## src/rtl/mem_stage_pkg.sv

```systemverilog
// Shared constants and types for the memory pipeline stage.
package mem_stage_pkg;

  localparam int WORD_W = 32;
  localparam int RN_W   = 5;
  localparam int LAT_W  = 4;

  localparam logic [0:0] ST_IDLE = 1'b0;
  localparam logic [0:0] ST_WAIT = 1'b1;

  // Contents of the MEM/WB pipeline register.
  typedef struct packed {
    logic [WORD_W-1:0] alu_result;
    logic [WORD_W-1:0] mem_out;
    logic              m2reg;
    logic              wreg;
    logic [RN_W-1:0]   rn;
  } wb_reg_t;

endpackage

```

## src/rtl/mem_stage_if.sv

```systemverilog
// EXE/MEM inputs, stall feedback and MEM/WB outputs of the memory stage.
interface mem_stage_if;
  import mem_stage_pkg::*;

  logic [WORD_W-1:0] mem_Alu_Result;
  logic [WORD_W-1:0] mem_rb;
  logic              mem_wmem;
  logic              mem_m2reg;
  logic              mem_wreg;
  logic [RN_W-1:0]   mem_rn;

  logic              mem_stall;

  logic [WORD_W-1:0] wb_Alu_Result;
  logic [WORD_W-1:0] wb_mem_out;
  logic              wb_m2reg;
  logic              wb_wreg;
  logic [RN_W-1:0]   wb_rn;

  // Upstream pipeline side: drives EXE/MEM, observes stall and MEM/WB.
  modport master (
    output mem_Alu_Result, mem_rb, mem_wmem, mem_m2reg, mem_wreg, mem_rn,
    input  mem_stall,
    input  wb_Alu_Result, wb_mem_out, wb_m2reg, wb_wreg, wb_rn
  );

  // Memory stage side.
  modport slave (
    input  mem_Alu_Result, mem_rb, mem_wmem, mem_m2reg, mem_wreg, mem_rn,
    output mem_stall,
    output wb_Alu_Result, wb_mem_out, wb_m2reg, wb_wreg, wb_rn
  );

endinterface

```

## src/rtl/mem_stage_data_ram.sv

```systemverilog
// Data memory: combinational read, synchronous write. Contents are never reset.
module data_ram
  import mem_stage_pkg::*;
#(
  parameter int DEPTH  = 64,
  parameter int ADDR_W = 6
) (
  input  logic              clk_i,
  input  logic              we_i,
  input  logic [ADDR_W-1:0] addr_i,
  input  logic [WORD_W-1:0] wdata_i,
  output logic [WORD_W-1:0] rdata_o
);

  logic [WORD_W-1:0] mem_q [DEPTH];

  // Write port, one word per enabled edge.
  always_ff @(posedge clk_i) begin
    if (we_i) begin
      mem_q[addr_i] <= wdata_i;
    end
  end

  assign rdata_o = mem_q[addr_i];

endmodule

```

## src/rtl/mem_stage.sv

```systemverilog
// Memory stage: data-memory access with configurable latency, upstream stall
// generation and the MEM/WB pipeline register.
//
// state   | meaning
// IDLE    | no access in flight; non-memory ops pass, LAT=1 accesses complete
// WAIT    | multi-cycle access in flight; cnt counts remaining stall cycles
module mem_stage
  import mem_stage_pkg::*;
#(
  parameter int LAT    = 3,
  parameter int DEPTH  = 64,
  parameter int ADDR_W = 6
) (
  input  logic        clk,
  input  logic        clrn,
  mem_stage_if.slave  bus
);

  // Stall cycles still to run after leaving IDLE; unused when LAT=1.
  localparam logic [LAT_W-1:0] CNT_INIT = (LAT > 1) ? LAT_W'(LAT - 2) : '0;

  logic [0:0]        state_q, state_d;
  logic [LAT_W-1:0]  cnt_q, cnt_d;
  wb_reg_t           wb_q, wb_d;

  logic              access;
  logic              stall;
  logic              complete;
  logic              ram_we;
  logic [ADDR_W-1:0] idx;
  logic [WORD_W-1:0] rdata;
  logic              unused_addr_bits;

  assign access = bus.mem_wmem | bus.mem_m2reg;
  assign idx    = bus.mem_Alu_Result[ADDR_W+1:2];

  // Byte offset and bits above the memory size do not select a word.
  assign unused_addr_bits = ^{bus.mem_Alu_Result[WORD_W-1:ADDR_W+2],
                              bus.mem_Alu_Result[1:0]};

  // Access FSM: decide stall and the completion edge.
  always_comb begin
    state_d  = state_q;
    cnt_d    = cnt_q;
    stall    = 1'b0;
    complete = 1'b0;
    case (state_q)
      ST_IDLE: begin
        if (access) begin
          if (LAT == 1) begin
            complete = 1'b1;
          end else begin
            stall   = 1'b1;
            state_d = ST_WAIT;
            cnt_d   = CNT_INIT;
          end
        end
      end
      ST_WAIT: begin
        if (cnt_q != '0) begin
          stall = 1'b1;
          cnt_d = cnt_q - LAT_W'(1);
        end else begin
          complete = 1'b1;
          state_d  = ST_IDLE;
        end
      end
      default: begin
        state_d = ST_IDLE;
        cnt_d   = '0;
      end
    endcase
  end

  // Reset gates both the stall and the write so an interrupted access is dropped.
  assign ram_we        = complete & bus.mem_wmem & clrn;
  assign bus.mem_stall = stall & clrn;

  data_ram #(
    .DEPTH  (DEPTH),
    .ADDR_W (ADDR_W)
  ) u_ram (
    .clk_i   (clk),
    .we_i    (ram_we),
    .addr_i  (idx),
    .wdata_i (bus.mem_rb),
    .rdata_o (rdata)
  );

  // MEM/WB next value: a zero bubble while stalling, otherwise the instruction.
  always_comb begin
    wb_d = '0;
    if (!stall) begin
      wb_d.alu_result = bus.mem_Alu_Result;
      wb_d.mem_out    = rdata;
      wb_d.m2reg      = bus.mem_m2reg;
      wb_d.wreg       = bus.mem_wreg;
      wb_d.rn         = bus.mem_rn;
    end
  end

  // State, counter and MEM/WB register.
  always_ff @(posedge clk or negedge clrn) begin
    if (!clrn) begin
      state_q <= ST_IDLE;
      cnt_q   <= '0;
      wb_q    <= '0;
    end else begin
      state_q <= state_d;
      cnt_q   <= cnt_d;
      wb_q    <= wb_d;
    end
  end

  assign bus.wb_Alu_Result = wb_q.alu_result;
  assign bus.wb_mem_out    = wb_q.mem_out;
  assign bus.wb_m2reg      = wb_q.m2reg;
  assign bus.wb_wreg       = wb_q.wreg;
  assign bus.wb_rn         = wb_q.rn;

endmodule

```

## src/flat_wrapper.sv

```systemverilog
// flat-port wrapper written by rule: the top's interface ports become plain ports
module mem_stage_flat import mem_stage_pkg::*;
#(
  parameter int LAT    = 3,
  parameter int DEPTH  = 64,
  parameter int ADDR_W = 6
)
  (clk, clrn, bus_mem_Alu_Result, bus_mem_rb, bus_mem_wmem, bus_mem_m2reg, bus_mem_wreg, bus_mem_rn, bus_mem_stall, bus_wb_Alu_Result, bus_wb_mem_out, bus_wb_m2reg, bus_wb_wreg, bus_wb_rn);
  mem_stage_if bus_i ();
  input  logic clk;
  input  logic clrn;
  input wire logic [$bits(bus_i.mem_Alu_Result)-1:0] bus_mem_Alu_Result;
  input wire logic [$bits(bus_i.mem_rb)-1:0] bus_mem_rb;
  input wire logic [$bits(bus_i.mem_wmem)-1:0] bus_mem_wmem;
  input wire logic [$bits(bus_i.mem_m2reg)-1:0] bus_mem_m2reg;
  input wire logic [$bits(bus_i.mem_wreg)-1:0] bus_mem_wreg;
  input wire logic [$bits(bus_i.mem_rn)-1:0] bus_mem_rn;
  output wire logic [$bits(bus_i.mem_stall)-1:0] bus_mem_stall;
  output wire logic [$bits(bus_i.wb_Alu_Result)-1:0] bus_wb_Alu_Result;
  output wire logic [$bits(bus_i.wb_mem_out)-1:0] bus_wb_mem_out;
  output wire logic [$bits(bus_i.wb_m2reg)-1:0] bus_wb_m2reg;
  output wire logic [$bits(bus_i.wb_wreg)-1:0] bus_wb_wreg;
  output wire logic [$bits(bus_i.wb_rn)-1:0] bus_wb_rn;
  assign bus_i.mem_Alu_Result = bus_mem_Alu_Result;
  assign bus_i.mem_rb = bus_mem_rb;
  assign bus_i.mem_wmem = bus_mem_wmem;
  assign bus_i.mem_m2reg = bus_mem_m2reg;
  assign bus_i.mem_wreg = bus_mem_wreg;
  assign bus_i.mem_rn = bus_mem_rn;
  assign bus_mem_stall = bus_i.mem_stall;
  assign bus_wb_Alu_Result = bus_i.wb_Alu_Result;
  assign bus_wb_mem_out = bus_i.wb_mem_out;
  assign bus_wb_m2reg = bus_i.wb_m2reg;
  assign bus_wb_wreg = bus_i.wb_wreg;
  assign bus_wb_rn = bus_i.wb_rn;
  mem_stage #(.LAT(LAT), .DEPTH(DEPTH), .ADDR_W(ADDR_W)) u_core (.clk(clk), .clrn(clrn), .bus(bus_i));
endmodule
```

## config.mk

```make
export PLATFORM = sky130hd
export DESIGN_NAME = mem_stage_flat
export DESIGN_NICKNAME = d
export VERILOG_FILES = /design/src/rtl/mem_stage_pkg.sv /design/src/rtl/mem_stage_if.sv /design/src/rtl/mem_stage_data_ram.sv /design/src/rtl/mem_stage.sv /design/src/flat_wrapper.sv
export SDC_FILE = /design/constraint.sdc
export NUM_CORES = 2
export LEC_CHECK = 0
export CAP_MARGIN = 0
export CORE_MARGIN = 4
export CORE_UTILIZATION = 55
export DETAILED_ROUTE_END_ITERATION = 12
export PLACE_DENSITY = 0.72
export SLEW_MARGIN = 10
export SYNTH_ARGS = -nofsm -noshare
export SYNTH_HDL_FRONTEND = slang
export SYNTH_SLANG_ARGS = --single-unit
```

## constraint.sdc

```tcl
create_clock -name clk -period 8.2 [get_ports clk]
set_input_delay 2.46 -clock clk [delete_from_list [all_inputs] [get_ports clk]]
set_output_delay 2.46 -clock clk [all_outputs]
set_load 0.005 [all_outputs]
```

### Yosys cells after proc, flatten, opt, wreduce, memory -nomap -nowiden

Memories as Yosys holds them, arrays and structs flattened.
Index checks and enable logic that the tools add are counted.

* register bits: 76
* bits in writable memories: 2048
* bits of input ports: 74
* output and inout bits: 72
* word-level logic and storage cells: 29
* memories kept: 1

Memory list
* u_core.u_ram.mem_q: words 64, bits a word 32, rd ports 1, clocked after Yosys merged registers in 0, wr ports 1, RTL line mem_stage_data_ram.sv:15 `logic [WORD_W-1:0] mem_q [DEPTH];`

* add/subtract/negate cells: 1
* equality and inequality tests: 2
* mux-type cells: 11
* bitwise gates (word level): 5
* reductions and logical operators: 2

Operators with widths (count)
* $mux W71: 1
* $mux W4: 2
* $pmux W4 S2: 1
* $mux W1: 6
* $reduce_bool A4 Y1: 1
* $sub A4 B1 Y4 const B: 1
* $and A1 B1 Y1: 3
* $ne A2 B1 Y1 const B: 1
* $ne A2 B2 Y1 const B: 1
* $pmux W1 S2: 1
* $reduce_and A2 Y1: 1
* $not A1 Y1: 1
* $or A1 B1 Y1: 1

### Longest topological paths before layout

* depth in word-level cells: 7
* gate-level depth with buffers: 9
* gate-level depth less buffers: 7

### By module

A second synthesis with hierarchy kept.

* cells, all modules: 4384
* area total of the unflattened synthesis: 80832.5 um^2

By module, submodules not included
* data_ram: times used 1, cells an instance 4207, area an instance 78287.6 um^2, sequential area each 61499.0 um^2
* mem_stage: times used 1, cells an instance 177, area an instance 2544.9 um^2, sequential area each 1901.8 um^2

### Worst setup path after synthesis

No wires, ideal clock.

* path kind: input-to-output
* start point: input bus_mem_m2reg
* end point: output bus_mem_stall
* data arrival time: 3.151 ns
* required time: 5.740 ns
* path slack: 2.589 ns
* cell stages on the path: 3
* path buffers: 0
* cells stage by stage: o31ai_1 -> inv_2 -> and2_1

* cells in the longest elaborated chain, start to end: 4

RTL lines
* start: declaration: RTL line flat_wrapper.sv:15 `input wire logic [$bits(bus_i.mem_m2reg)-1:0] bus_mem_m2reg;`
* $or A1 B1 Y1: RTL line mem_stage.sv:34 `assign access = bus.mem_wmem | bus.mem_m2reg;`
* $mux W1: RTL line mem_stage.sv:49 `if (access) begin`
* $pmux W1 S2: RTL line mem_stage.sv:47 `case (state_q)`
* $and A1 B1 Y1: RTL line mem_stage.sv:77 `assign bus.mem_stall = stall & clrn;`
* end: declaration: RTL line flat_wrapper.sv:18 `output wire logic [$bits(bus_i.mem_stall)-1:0] bus_mem_stall;`

No other way between the ends.

### Worst setup path after layout

Ends and elaborated chain as after synthesis.

==> impl_metrics.tcl <==
set metrics [dict create \
    htree_levels 4 \
    drv_cap 0 \
    holdBufCountCts 0 \
    drcViolationCount 0 \
    fin_crit_sh_pct 80.8 \
    cts-resized-gates 0 \
    num_vias 41900 \
    nets 4338 \
    gr-total-overflow 0 \
    io_pins 146 \
    crit_top_cell "clkdlybuf4s50_1" \
    critPathLaunch "bus_mem_m2reg" \
    worstSkewPairLatency_ns 0.83 \
    path_cells "clkdlybuf4s50_1 > o31ai_4 > buf_4 > inv_2 > and2_1 > clkdlybuf4s50_1" \
    cpPeakStageDelay_ns 0.48 \
    synthAdderAreaFrac_pct 0.0156 \
    synth_seq_cells 2124 \
    cts_setup_buffers 0 \
    dieWidth_microns 390 \
    cts_buffers 200 \
    vias_per_cell 6.61 \
    chipHeight_microns 390 \
    ir_drop_v 0.000185 \
    synthFlopType "edfxtp_1" \
    p_sw_mw 4.90 \
    min_from "u_core.cnt_q[0]" \
    syn_nets 4123 \
    hold_depth 1 \
    clock-skew-final_ns 0.0300 \
    status "finished clean" \
    grt_pass1_wl_microns 292000 \
    wire_per_inst_microns 32.0 \
    dpl.hpwl_microns 112000 \
    netlist_area_sq_um 80300 \
    grt_use_total_pct 26.6 \
    grt_max_degree 135 \
    hold_path.class "flop to flop" \
    grt_antenna_before_repair 16 \
    drive_gt1_share_pct 18.1 \
    worstPathArrival_ns 4.17 \
    rr_worst_depth 8 \
    clock-sinks 2124 \
    tightest_slew_ns 1.32 \
    syn2layout_area_growth_pct 13.2 \
    dr.pass1.iters 6 \
    crit_type "input pin to primary output" \
    fill_cells 9589 \
    place_congestion 0.854 \
    synth_top_family_by_area "multiplexers" \
    power_leakage_nw 29.1 \
    cts.path.max_buffers 3 \
    final_max_slew_viol_count 0 \
    avgSynthCellArea_sq_um 19.8 \
    num_rows 139 \
    core_sq_um 144000 \
    cp_max_fo 40 \
    total_power_mw 22.7 \
    final.setup.worst_slack_ns 1.57 \
    dp_cells 5963 \
    yosys_warnings 0 \
    p_int_mw 17.8 \
    p_sw_share_pct 21.6 \
    synth.area.top_cells "edfxtp_1, mux4_2, mux2i_1" \
    io_buffers 145 \
    synth-edff-count 2048 \
    max_freq_ghz 0.151 \
    final_hold_viol_count 0 \
    clkSlewWorstSetupHoldPaths_ns 0.06 \
    drt_wl_total_microns 203000 \
    dieArea_sq_um 152000 \
    start_util_pct 55.6 \
    synth-xor-area-share_pct 0.0109 \
    start_kind "input pin" \
    synth-compound-area-share_pct 6.38 \
    r2r_start "u_core.cnt_q[0]" \
    yosysUniqueCellTypes 53 \
    cts_tree "yes" \
    muxShareOfSynthArea_pct 10.9 \
    clockPowerShare_pct 40.3 \
    layout_min_cycle_time_ns 6.63 \
    synth-simple-area-share_pct 2.11 \
    layout.cells.non_filler 6336 \
    finalSetupTns_ns 0 \
    critical_path.slowest_cell "clkdlybuf4s50_1" \
    endpoint_kind "primary output" \
    cp.required_ns 5.74 \
    postRouteAntennaNets 0 \
    rsz0062_at_grt "false" \
    power.share.combinational_pct 6.3 \
    yosys.area.top_type "edfxtp_1" \
    drt_iter0_drc 5774 \
    synthCells 4048 \
    p_seq_share_pct 53.4 \
    slew_headroom_pct 12.1 \
    setup_violations 0 \
    p_per_area_nw_per_um2 249 \
    dpl_worst_slack_ns 1.56 \
    yosysSeqAreaShare_pct 79.0 \
    root_buffer "clkbuf_16" \
    first_global_vias 41200 \
    synth_top_area_share_pct 76.6 \
    synthArstFlopShare_pct 3.58 \
]
## critical path: cells and delay by family
| family | cells | cell delay, ns |
|---|---|---|
| buffers and inverters | 4 | 1.32 |
| AOI/OAI and AO/OA | 1 | 0.23 |
| and+or+nand+nor | 1 | 0.16 |
## per-stage QoR
stage | cell area [sq um] | utilization, % | hold slack, ns
floorplan | 80300 | - | 0.485
global placement | 84300 | 58.4 | 0.518
detailed placement | 84300 | 58.4 | 0.527
CTS | 90800 | 62.9 | 0.539
global route | 90900 | 62.9 | 0.553
finish | 90900 | 62.9 | 0.540
## flip-flops by register name (all words and copies together), names as in the netlist
signal / cells
u_core.bus.wb_m2reg: 1
u_core.bus.wb_mem_out: 32
u_core.bus.wb_wreg: 1
u_core.u_ram.mem_q: 2048
u_core.state_q: 1
u_core.bus.wb_Alu_Result: 32
u_core.bus.wb_rn: 5
u_core.cnt_q: 4
## cell type report
class                      instances  area (sq um)  share of cell area, %
antenna                            1          2.50                0.00275
multi-input combinational       1649         16100                   17.8
clock inverter                   126          1200                   1.33
timing repair buffer             281          2420                   2.66
sequential                      2124         63400                   69.8
inverter                           7          33.8                 0.0372
tap                             1903          2380                   2.62
clock buffer                     245          5290                   5.82
## final timing paths
check                                               endpoint  slack [ns]
worst min register to register               u_core.cnt_q[0]        0.54
max in group asynchronous          u_core.bus.wb_mem_out[17]        5.55
min in group asynchronous       u_core.bus.wb_Alu_Result[19]        1.59
worst max-delay path                           bus_mem_stall        1.57
worst min-delay path                         u_core.cnt_q[0]        0.54
worst max register to register    u_core.u_ram.mem_q[52][18]        3.76
## cells in the final DEF (no fill, tap or decap), types with 39 or more instances in the layout
| cell | Yosys | layout |
|---|---|---|
| mux2i_1 | 310 | 310 |
| dfrtp_1 | 76 | 76 |
| nor2_4 | 0 | 65 |
| clkinv_1 | 0 | 44 |
| clkinv_2 | 0 | 42 |
| a221oi_1 | 252 | 252 |
| nand2_1 | 97 | 96 |
| clkdlybuf4s50_1 | 0 | 109 |
| edfxtp_1 | 2048 | 2048 |
| o21ai_0 | 125 | 125 |
| o22a_1 | 69 | 69 |
| and2_1 | 41 | 39 |
| a21oi_1 | 73 | 73 |
| nor2_1 | 179 | 114 |
| mux4_2 | 250 | 250 |
| clkbuf_16 | 0 | 201 |
| o22ai_1 | 91 | 91 |
| buf_4 | 20 | 130 |
## power by group through the flow
stage / clock (mW) / sequential (mW) / combinational, mW
global placement: 0 / 12.3 / 1.39
global route: 9.70 / 12.1 / 1.51
CTS: 9.23 / 12.1 / 1.43
floorplan: 0 / 12.3 / 0.655
finish: 9.13 / 12.1 / 1.43
detailed placement: 0 / 12.3 / 1.42
## kinds of logic (layout without fill, tap and decap cells)
| family | after synthesis | in the layout |
|---|---|---|
| and+or+nand+nor | 384 | 384 |
| DFF | 2124 | 2124 |
| buffers and inverters | 275 | 659 |
| xor gates and xnor gates | 1 | 1 |
| adders and majority gates | 1 | 1 |
| muxes | 560 | 560 |
| AOI/OAI and AO/OA | 703 | 703 |
| other | 0 | 1 |
## synthesized netlist by cell type, drive strengths merged (34+ instances only)
master and number:
buf 168, o21ai 125, mux4 250, o22a 69, nor2 179, dfrtp 76
edfxtp 2048, mux2i 310, nand2 97, a21oi 73, clkbuf 100, a221oi 252
o22ai 91, and2 41, nor3 34
## layer usage
metal  track usage (%)  up-vias  part of all wire, %
met3              7.70      330                   12
met4              9.02       12                  3.4
met2              39.4     2494                   45
met1              38.6    21700                   39
li1                  -    17300                    -
met5                 0        -                0.035
Power figures use the tool's default switching activity.
